`config.mk`:
```
export PLATFORM = sky130hd
export DESIGN_NAME = fetch_unit
export DESIGN_NICKNAME = d
export VERILOG_FILES = /design/src/rtl/fetch_unit_pkg.sv /design/src/rtl/fetch_fifo.sv /design/src/rtl/fetch_unit.sv
export SDC_FILE = /design/constraint.sdc
export NUM_CORES = 1
export LEC_CHECK = 0
export BUFFER_PORTS_ARGS = -buffer_cell sky130_fd_sc_hd__buf_2
export CELL_PAD_IN_SITES_DETAIL_PLACEMENT = 0
export CELL_PAD_IN_SITES_GLOBAL_PLACEMENT = 1
export CORE_MARGIN = 2
export CORE_UTILIZATION = 47
export DETAILED_ROUTE_END_ITERATION = 16
export PLACE_DENSITY = 0.87
export RECOVER_POWER = 100
export SYNTH_ARGS = -nofsm -noshare
export SYNTH_HDL_FRONTEND = slang
export SYNTH_SLANG_ARGS = --single-unit
```
`constraint.sdc`:
```
create_clock -name clk -period 3.7 [get_ports clk]
set_input_delay 0.925 -clock clk [delete_from_list [all_inputs] [get_ports clk]]
set_output_delay 0.925 -clock clk [all_outputs]
set_load 0.02 [all_outputs]
```
`src/rtl/fetch_unit_pkg.sv`:
```
// Shared definitions for the instruction-fetch stage.
//   DEF_RESET_PC : default PC after reset (low words are kept free for the
//                  interrupt vector)
//   DEF_IRQ_VEC  : default interrupt target PC
//   entry_w()    : width of one prefetch FIFO entry, laid out as {pc, instr}
package fetch_unit_pkg;

  localparam logic [31:0] DEF_RESET_PC = 32'h0000_0020;
  localparam logic [31:0] DEF_IRQ_VEC  = 32'h0000_0000;

  function automatic int entry_w(input int aw, input int iw);
    return aw + iw;
  endfunction

endpackage

```
`src/rtl/fetch_fifo.sv`:
```
// Synchronous prefetch FIFO with a synchronous clear and an asynchronous reset.
//   clk, rst  : clock, asynchronous active-high reset
//   clear     : drop all entries (wins over push/pop in the same cycle)
//   push, din : write one entry (accepted when not full, or when full and popping)
//   pop       : remove the head entry (ignored when empty)
//   dout      : head entry, combinational from storage
//   count     : number of entries held
//   empty     : count == 0
// DEPTH must be a power of two so that the pointers wrap naturally.
module fetch_fifo #(
  parameter int W     = 8,
  parameter int DEPTH = 4,
  localparam int PW   = $clog2(DEPTH),
  localparam int CW   = $clog2(DEPTH + 1)
) (
  input  logic          clk,
  input  logic          rst,
  input  logic          clear,
  input  logic          push,
  input  logic [W-1:0]  din,
  input  logic          pop,
  output logic [W-1:0]  dout,
  output logic [CW-1:0] count,
  output logic          empty
);

  logic [W-1:0]  mem [DEPTH];
  logic [PW-1:0] wr_ptr;
  logic [PW-1:0] rd_ptr;
  logic          full;
  logic          do_push;
  logic          do_pop;

  assign empty   = (count == '0);
  assign full    = (count == CW'(DEPTH));
  assign do_pop  = pop && !empty;
  // When full, a simultaneous pop frees the slot being written.
  assign do_push = push && (!full || do_pop);
  assign dout    = mem[rd_ptr];

  // Storage needs no reset: count/empty gate every read.
  always_ff @(posedge clk) begin
    if (do_push && !clear) begin
      mem[wr_ptr] <= din;
    end
  end

  always_ff @(posedge clk or posedge rst) begin
    if (rst) begin
      wr_ptr <= '0;
      rd_ptr <= '0;
      count  <= '0;
    end else if (clear) begin
      wr_ptr <= '0;
      rd_ptr <= '0;
      count  <= '0;
    end else begin
      if (do_push) wr_ptr <= wr_ptr + PW'(1);
      if (do_pop)  rd_ptr <= rd_ptr + PW'(1);
      count <= count + CW'(do_push) - CW'(do_pop);
    end
  end

endmodule

```
`src/rtl/fetch_unit.sv`:
```
// Instruction-fetch stage. Owns the PC, drives a synchronous-read instruction
// memory, buffers {pc, instr} pairs in a prefetch FIFO and hands them to decode.
// Optional interrupt vectoring is compiled in when FETCH_IRQ_EN is defined.
//   clk, rst        : clock, asynchronous active-high reset
//   imem_rd         : read strobe, data returns on imem_data the next cycle
//   imem_addr       : read address, low IMEM_AW bits of the PC
//   imem_data       : read data
//   redirect_valid  : load redirect_pc and flush buffered/in-flight words
//   redirect_pc     : new PC
//   out_valid/out_ready/out_instr/out_pc : instruction stream to decode
//   irq_req         : level interrupt request          (FETCH_IRQ_EN only)
//   irq_ack         : one-cycle acknowledge            (FETCH_IRQ_EN only)
//   epc             : saved return PC, held until the next acknowledge (FETCH_IRQ_EN only)
//
// Handshake: an instruction transfers on every cycle where out_valid and
// out_ready are both high; while out_valid && !out_ready, out_instr/out_pc
// hold. A flush (redirect or interrupt) drops out_valid the following cycle.
module fetch_unit
  import fetch_unit_pkg::*;
#(
  parameter int AW      = 32,
  parameter int IMEM_AW = 20,
  parameter int IW      = 16,
  parameter int DEPTH   = 4,
  parameter logic [AW-1:0] RESET_PC = AW'(DEF_RESET_PC)
`ifdef FETCH_IRQ_EN
  , parameter logic [AW-1:0] IRQ_VEC = AW'(DEF_IRQ_VEC)
`endif
) (
  input  logic               clk,
  input  logic               rst,
  output logic               imem_rd,
  output logic [IMEM_AW-1:0] imem_addr,
  input  logic [IW-1:0]      imem_data,
  input  logic               redirect_valid,
  input  logic [AW-1:0]      redirect_pc,
`ifdef FETCH_IRQ_EN
  input  logic               irq_req,
  output logic               irq_ack,
  output logic [AW-1:0]      epc,
`endif
  output logic               out_valid,
  input  logic               out_ready,
  output logic [IW-1:0]      out_instr,
  output logic [AW-1:0]      out_pc
);

  localparam int CW = $clog2(DEPTH + 1);
  localparam int EW = entry_w(AW, IW);

  logic [AW-1:0] pc;
  logic [AW-1:0] issued_pc;
  logic          inflight;
  logic          flush;
  logic [AW-1:0] flush_pc;
  logic          push;
  logic          pop;
  logic          empty;
  logic [CW-1:0] count;
  logic [CW:0]   used;
  logic [EW-1:0] head;

`ifdef FETCH_IRQ_EN
  logic          irq_take;
  logic [AW-1:0] oldest_pc;

  // irq_ack doubles as a one-cycle mask so a held level is not re-taken
  // in the cycle right after it was accepted.
  assign irq_take = irq_req && !irq_ack && !redirect_valid;
  assign flush    = redirect_valid || irq_take;
  assign flush_pc = redirect_valid ? redirect_pc : IRQ_VEC;

  // Everything buffered or in flight is a run of consecutive PCs ending just
  // before pc, so the oldest undelivered PC is pc minus what is outstanding.
  // With no pop this is the FIFO head, else the in-flight PC, else pc; a pop
  // in the same cycle means the head was delivered and the next one is oldest.
  assign oldest_pc = pc - AW'(count) - AW'(inflight) + AW'(pop);

  always_ff @(posedge clk or posedge rst) begin
    if (rst) begin
      irq_ack <= 1'b0;
      epc     <= '0;
    end else begin
      irq_ack <= irq_take;
      if (irq_take) epc <= oldest_pc;
    end
  end
`else
  assign flush    = redirect_valid;
  assign flush_pc = redirect_pc;
`endif

  // Credit check: every issued read has a FIFO slot reserved for its return.
  assign used      = {1'b0, count} + (CW + 1)'(inflight);
  assign imem_rd   = !rst && !flush && (used < (CW + 1)'(DEPTH));
  assign imem_addr = pc[IMEM_AW-1:0];

  // A response arriving in a flush cycle belongs to the old path: drop it.
  assign push = inflight && !flush;
  assign pop  = out_valid && out_ready;

  always_ff @(posedge clk or posedge rst) begin
    if (rst) begin
      pc        <= RESET_PC;
      inflight  <= 1'b0;
      issued_pc <= '0;
    end else if (flush) begin
      pc       <= flush_pc;
      inflight <= 1'b0;
    end else begin
      inflight <= imem_rd;
      if (imem_rd) begin
        pc        <= pc + AW'(1);
        issued_pc <= pc;
      end
    end
  end

  fetch_fifo #(
    .W     (EW),
    .DEPTH (DEPTH)
  ) u_fifo (
    .clk   (clk),
    .rst   (rst),
    .clear (flush),
    .push  (push),
    .din   ({issued_pc, imem_data}),
    .pop   (pop),
    .dout  (head),
    .count (count),
    .empty (empty)
  );

  assign out_valid           = !empty;
  assign {out_pc, out_instr} = head;

endmodule

```
# Word level (Yosys, flattened, before mapping)
# Memory sizes are Yosys's and may differ from the RTL's.
# Cells that the tools add are included.
# word_totals
register_bits,72
ram_bits,192
out_inout_bits,70
wordCells,43
memories,1
# op_classes
add_sub_neg,6
magnitude_cmp,1
n_eq_ne,1
mux,10
bitwise,1
reduce_logical,17
# mem_list
memory,words,word_bits,read_ports,rd_ports_with_merged_regs,wr,line,source
u_fifo.mem,4,48,1,0,1,fetch_fifo.sv:27,logic [W-1:0] mem [DEPTH];
# op_table
op,n
2-to-1 mux 32 bit,2
adder 32 x 1 -> 32 bit (second input constant),1
2-to-1 mux 2 bit,4
logical AND 1 bit,7
nonzero test 2 bit,3
adder 2 x 1 -> 2 bit (second input constant),2
adder 3 x 1 -> 4 bit,1
logical NOT 1 bit,4
< comparator 4 x 3 -> 1 bit (second input constant),1
adder 3 x 1 -> 3 bit,1
== test 3 bit (second input constant),1
logical NOT 3 bit,1
2-to-1 mux 1 bit,3
2-to-1 mux 3 bit,1
subtractor 3 x 1 -> 3 bit,1
AND reduction 2 bit,1
logical OR 1 bit,1
NOT 1 bit,1

# Longest topological paths before layout
# logic_depth
depth_word,9
mapped_depth,9

# Hierarchy
# From an unflattened synthesis, not the netlist that was laid out.
# hier_totals
hier_cells,682
hier_area_um2,10754.1
# modules_own_cells
module,instances,cells_per_inst,area_each_um2
fetch_fifo,1,296,7417.1
fetch_unit,1,386,3337.0

# Worst setup path after synthesis
# Ideal clock, no wire load.
# synth_path
kind,input -> register
from,input port rst
to,register pc[29]
arrival_ns,4.240
required_ns,3.618
setup_slack_ns,-0.621
stages,6
cell_sequence,inv_1 -> nand3_1 -> or4_1 -> buf_2 -> or4_1 -> a31oi_1
# synth_via
elab_chain_cells,4
# synth_lines
element,line,source
start: declaration,fetch_unit.sv:31,"input logic rst,"
logical NOT 1 bit (no source line),n/a,
logical AND 1 bit (2 in series),fetch_unit.sv:95,assign imem_rd = !rst && !flush && (used < (CW + 1)'(DEPTH));
nonzero test 2 bit (no source line),n/a,
end signal: assignment,fetch_unit.sv:108,pc <= flush_pc;
end signal: assignment,fetch_unit.sv:113,pc <= pc + AW'(1);
end: declaration,fetch_unit.sv:51,logic [AW-1:0] pc;
# Every way passes these cells.
# A chain may end at the register's enable or synchronous reset.

# Final worst setup path
# layout_path
from,register u_fifo.rd_ptr[0]
to,output port out_pc[23]
# layout_via
elab_chain_cells,1
# layout_lines
element,line,source
start: declaration,fetch_fifo.sv:29,logic [PW-1:0] rd_ptr;
start signal: assignment,fetch_fifo.sv:59,if (do_pop) rd_ptr <= rd_ptr + PW'(1);
memory (4 x 48 bit),n/a,
end: declaration,fetch_unit.sv:45,output logic [AW-1:0] out_pc
# Every way passes these cells.

==> impl_metrics.env <==
export IMPL_detailed_place_hpwl_um=14630
export IMPL_worst_setup_path_type="register to output port"
export IMPL_p_sw_w=0.002264
export IMPL_worstRegToRegCells=6
export IMPL_layout_nets=788
export IMPL_synthArstFlopShare=0.2727
export IMPL_critPathMaxFanout=33
export IMPL_area_delta_synth_final_pct=14.84
export IMPL_fin_skew_ns=0.02240
export IMPL_synth_edff_count=192
export IMPL_multiInputGateArea_um2=2741
export IMPL_seq_area_um2=7571
export IMPL_grt_max_degree=73
export IMPL_p_per_area_nw_per_um2=658.8
export IMPL_setup_viol_count_final=0
export IMPL_gp_congestion=0.8394
export IMPL_cts_root_buf="clkbuf_16"
export IMPL_finalNonFillerCells=1027
export IMPL_synth_cell_types=44
export IMPL_dpl_instance_area_um2=11470
export IMPL_rsz0062_at_grt="no"
export IMPL_end_kind="output port"
export IMPL_die_height_um=154.2
export IMPL_cts_buffer_depth=3
export IMPL_leakagePower_nw=4.144
export IMPL_viasPerCell=5.635
export IMPL_fin_crit_ns=3.439
export IMPL_crit_slowest_cell="dfrtp_2"
export IMPL_yosysSeqAreaShare=0.7134
export IMPL_crit_chain="buf_12 -> mux4_2 -> clkbuf_1"
export IMPL_die_w_um=154.2
export IMPL_cts_tree="yes"
export IMPL_seqPwrFrac=0.489
export IMPL_vias=5787
export IMPL_final_util=0.5548
export IMPL_slowest_delay_ns=0.78
export IMPL_routed_wl_um=22560
export IMPL_max_slew_margin=-0.2883
export IMPL_antenna_found_initial=0
export IMPL_cts_inserted_buffers=26
export IMPL_initial_core_util=0.4831
export IMPL_ys_flop_type="edfxtp_1"
export IMPL_fillers=1671
export IMPL_grt_overflow=0
export IMPL_final_setup_worst_slack_ns=0.2607
export IMPL_drtIter0Drc=384
export IMPL_tightest_slew_ns=1.931
export IMPL_cp_startpoint="u_fifo.rd_ptr[0]$_DFFE_PP0P_"
export IMPL_crit_buf_inv=2
export IMPL_comb_power_share=0.184
export IMPL_synth_nets=671
export IMPL_setup_tns_ns=0
export IMPL_drive_above_1_share=0.2383
export IMPL_yosysWarnings=0
export IMPL_fp_coreArea_um2=21960
export IMPL_ctsResizeCount=0
export IMPL_pwr_share_clk=0.328
export IMPL_syn_area_um2=10610
export IMPL_grt_use_total=0.1902
export IMPL_grt_pass1_vias=6098
export IMPL_violations="max-capacitance violations, max-slew violations"
export IMPL_cts_htree_levels=1
export IMPL_cp_arrival_ns=2.51
export IMPL_reg2reg_to="u_fifo.mem[2][22]$_DFFE_PP_"
export IMPL_first_pass_iters=4
export IMPL_fmax_mhz=290.8
export IMPL_postRouteAntennaNets=0
export IMPL_min_path_type="register to register"
export IMPL_worstPathRequired_ns=2.77
export IMPL_final_area_um2=12180
export IMPL_avgSynthCellArea_um2=17.39
export IMPL_hold_viol=0
export IMPL_wl_per_cell_um=21.96
export IMPL_maxCapViolCount=3
export IMPL_die_area_um2=23790
export IMPL_slew_violations=134
export IMPL_rrSetupSlack_ns=0.39
export IMPL_synth_seq_cells=264
export IMPL_port_buffers=121
export IMPL_crit_family="flip-flops"
export IMPL_diodes=0
export IMPL_grt_pass1_wl_um=34930
export IMPL_fin_crit_sh=0.9295
export IMPL_reg2reg_from="u_fifo.count[2]$_DFF_PP0_"
export IMPL_ctsHoldBuffers=0
export IMPL_num_rows=54
export IMPL_postCtsSetupBuffers=0
export IMPL_pre_cts_ws_ns=0.6374
export IMPL_dp_cells=979
export IMPL_synth_cells=610
export IMPL_status="finished with violations"
export IMPL_cp_endpoint="out_pc[23]"
export IMPL_peakVddDrop_mv=0.2899
export IMPL_clk_latency_ns=0.54
export IMPL_swShare=0.2821
export IMPL_drc=0
export IMPL_clk_pin_slew_ns=0.07
export IMPL_worst_path_stages=3
export IMPL_ioPinCount=122
export IMPL_start_kind="register"
export IMPL_p_int_w=0.005763
export IMPL_cts_sinks=264
[layout by cell type, fill, tap and decap left out, drive strengths merged, types with 3 or more instances in the layout]
master / n
edfxtp: 192
dfrtp: 71
nor3: 9
nand2: 32
nand4: 9
clkinv: 10
mux4: 48
buf: 44
and3: 3
xnor2: 16
a211o: 3
or3: 9
ha: 8
nand3: 13
and2: 6
or4: 7
mux2: 35
nor4: 8
inv: 12
xor2: 5
nor2: 21
a31oi: 8
clkbuf: 127
o21ai: 21
bufinv: 3
[final cells by class]
cell class,instances,share of cell area
sequential,264,0.6214
multi-input combinational,285,0.2250
clock buffer,33,0.05720
timing repair buffer,138,0.05002
tap,280,0.02876
clock inverter,15,0.01356
inverter,12,0.004005
[synthesized netlist by cell type (2+ instances only)]
cell type	number	area, um^2
nor2b_1	2	12.51
or3_2	2	15.01
nand2_1	32	120.1
buf_1	5	18.77
nor4_1	8	50.05
a21oi_1	2	10.01
nand3_1	12	60.06
edfxtp_1	192	5766
and3_1	3	18.77
nor4b_1	2	17.52
mux2i_1	2	20.02
or3_1	7	43.79
and4_1	2	17.52
buf_2	2	10.01
nand2b_1	2	12.51
buf_4	20	150.1
inv_1	12	45.04
ha_1	8	100.1
a211o_1	3	26.28
nand4_1	9	56.30
a311o_1	2	20.02
a31oi_1	8	50.05
or4_1	6	45.04
o31ai_1	2	15.01
clkbuf_1	22	82.58
o21ai_0	21	105.1
nor2_1	21	78.83
nor3_1	9	45.04
o31a_1	2	17.52
xor2_1	5	43.79
mux4_2	48	1081
and2_1	6	37.54
dfrtp_1	71	1777
mux2_2	35	394.1
xnor2_1	16	140.1
[per-layer routing]
metal,up-vias,global-route usage,share of wire
met3,21,0.02690,0.046
met2,184,0.3246,0.50
met4,0,0.04272,0.013
met1,2993,0.2639,0.44
met5,-,0,0
li1,2589,-,-
[through the flow]
stage | power, W | hold WS [ns]
after floorplan | 0.004969 | 0.4724
after global placement | 0.005453 | 0.4865
after detailed placement | 0.005522 | 0.5061
after CTS | 0.008154 | 0.5099
after global routing | 0.008334 | 0.5418
final | 0.008026 | 0.5150
[power groups by stage]
stage | Combinational, W | Clock (W) | Sequential, W
floorplan | 0.00118 | 0 | 0.00379
detailed placement | 0.00155 | 0 | 0.00398
global route | 0.00158 | 0.00279 | 0.00397
finish | 0.00147 | 0.00263 | 0.00392
global placement | 0.00152 | 0 | 0.00394
CTS | 0.00156 | 0.00267 | 0.00392
[sequential cells by signal, summed over array words and instances, names as in the netlist]
signal	cells
issued_pc	32
u_fifo.wr_ptr	2
inflight	1
pc	32
u_fifo.mem	192
u_fifo.rd_ptr	2
u_fifo.count	3
[cell families after synthesis]
family,synth area share
XOR/XNOR,0.01734
flip-flops,0.7134
multiplexers,0.1409
AND/OR/NAND/NOR,0.06286
AO/OA/AOI/OAI,0.02524
adder cells (fa/ha/maj),0.01132
buffers and inverters,0.02889
[worst min path at each step]
stage | from | to | slack [ns] | cells after the start
2_1_floorplan | issued_pc[0]$_DFFE_PP0P_ | u_fifo.mem[0][16]$_DFFE_PP_ | 0.47 | 0
3_3_place_gp | issued_pc[22]$_DFFE_PP0P_ | u_fifo.mem[0][38]$_DFFE_PP_ | 0.49 | 0
3_5_place_dp | issued_pc[10]$_DFFE_PP0P_ | u_fifo.mem[3][26]$_DFFE_PP_ | 0.51 | 0
4_1_cts | issued_pc[16]$_DFFE_PP0P_ | u_fifo.mem[2][32]$_DFFE_PP_ | 0.51 | 0
5_1_grt | issued_pc[22]$_DFFE_PP0P_ | u_fifo.mem[3][38]$_DFFE_PP_ | 0.54 | 0
6_report | issued_pc[16]$_DFFE_PP0P_ | u_fifo.mem[2][32]$_DFFE_PP_ | 0.51 | 0
(Power assumes the default switching activity.)
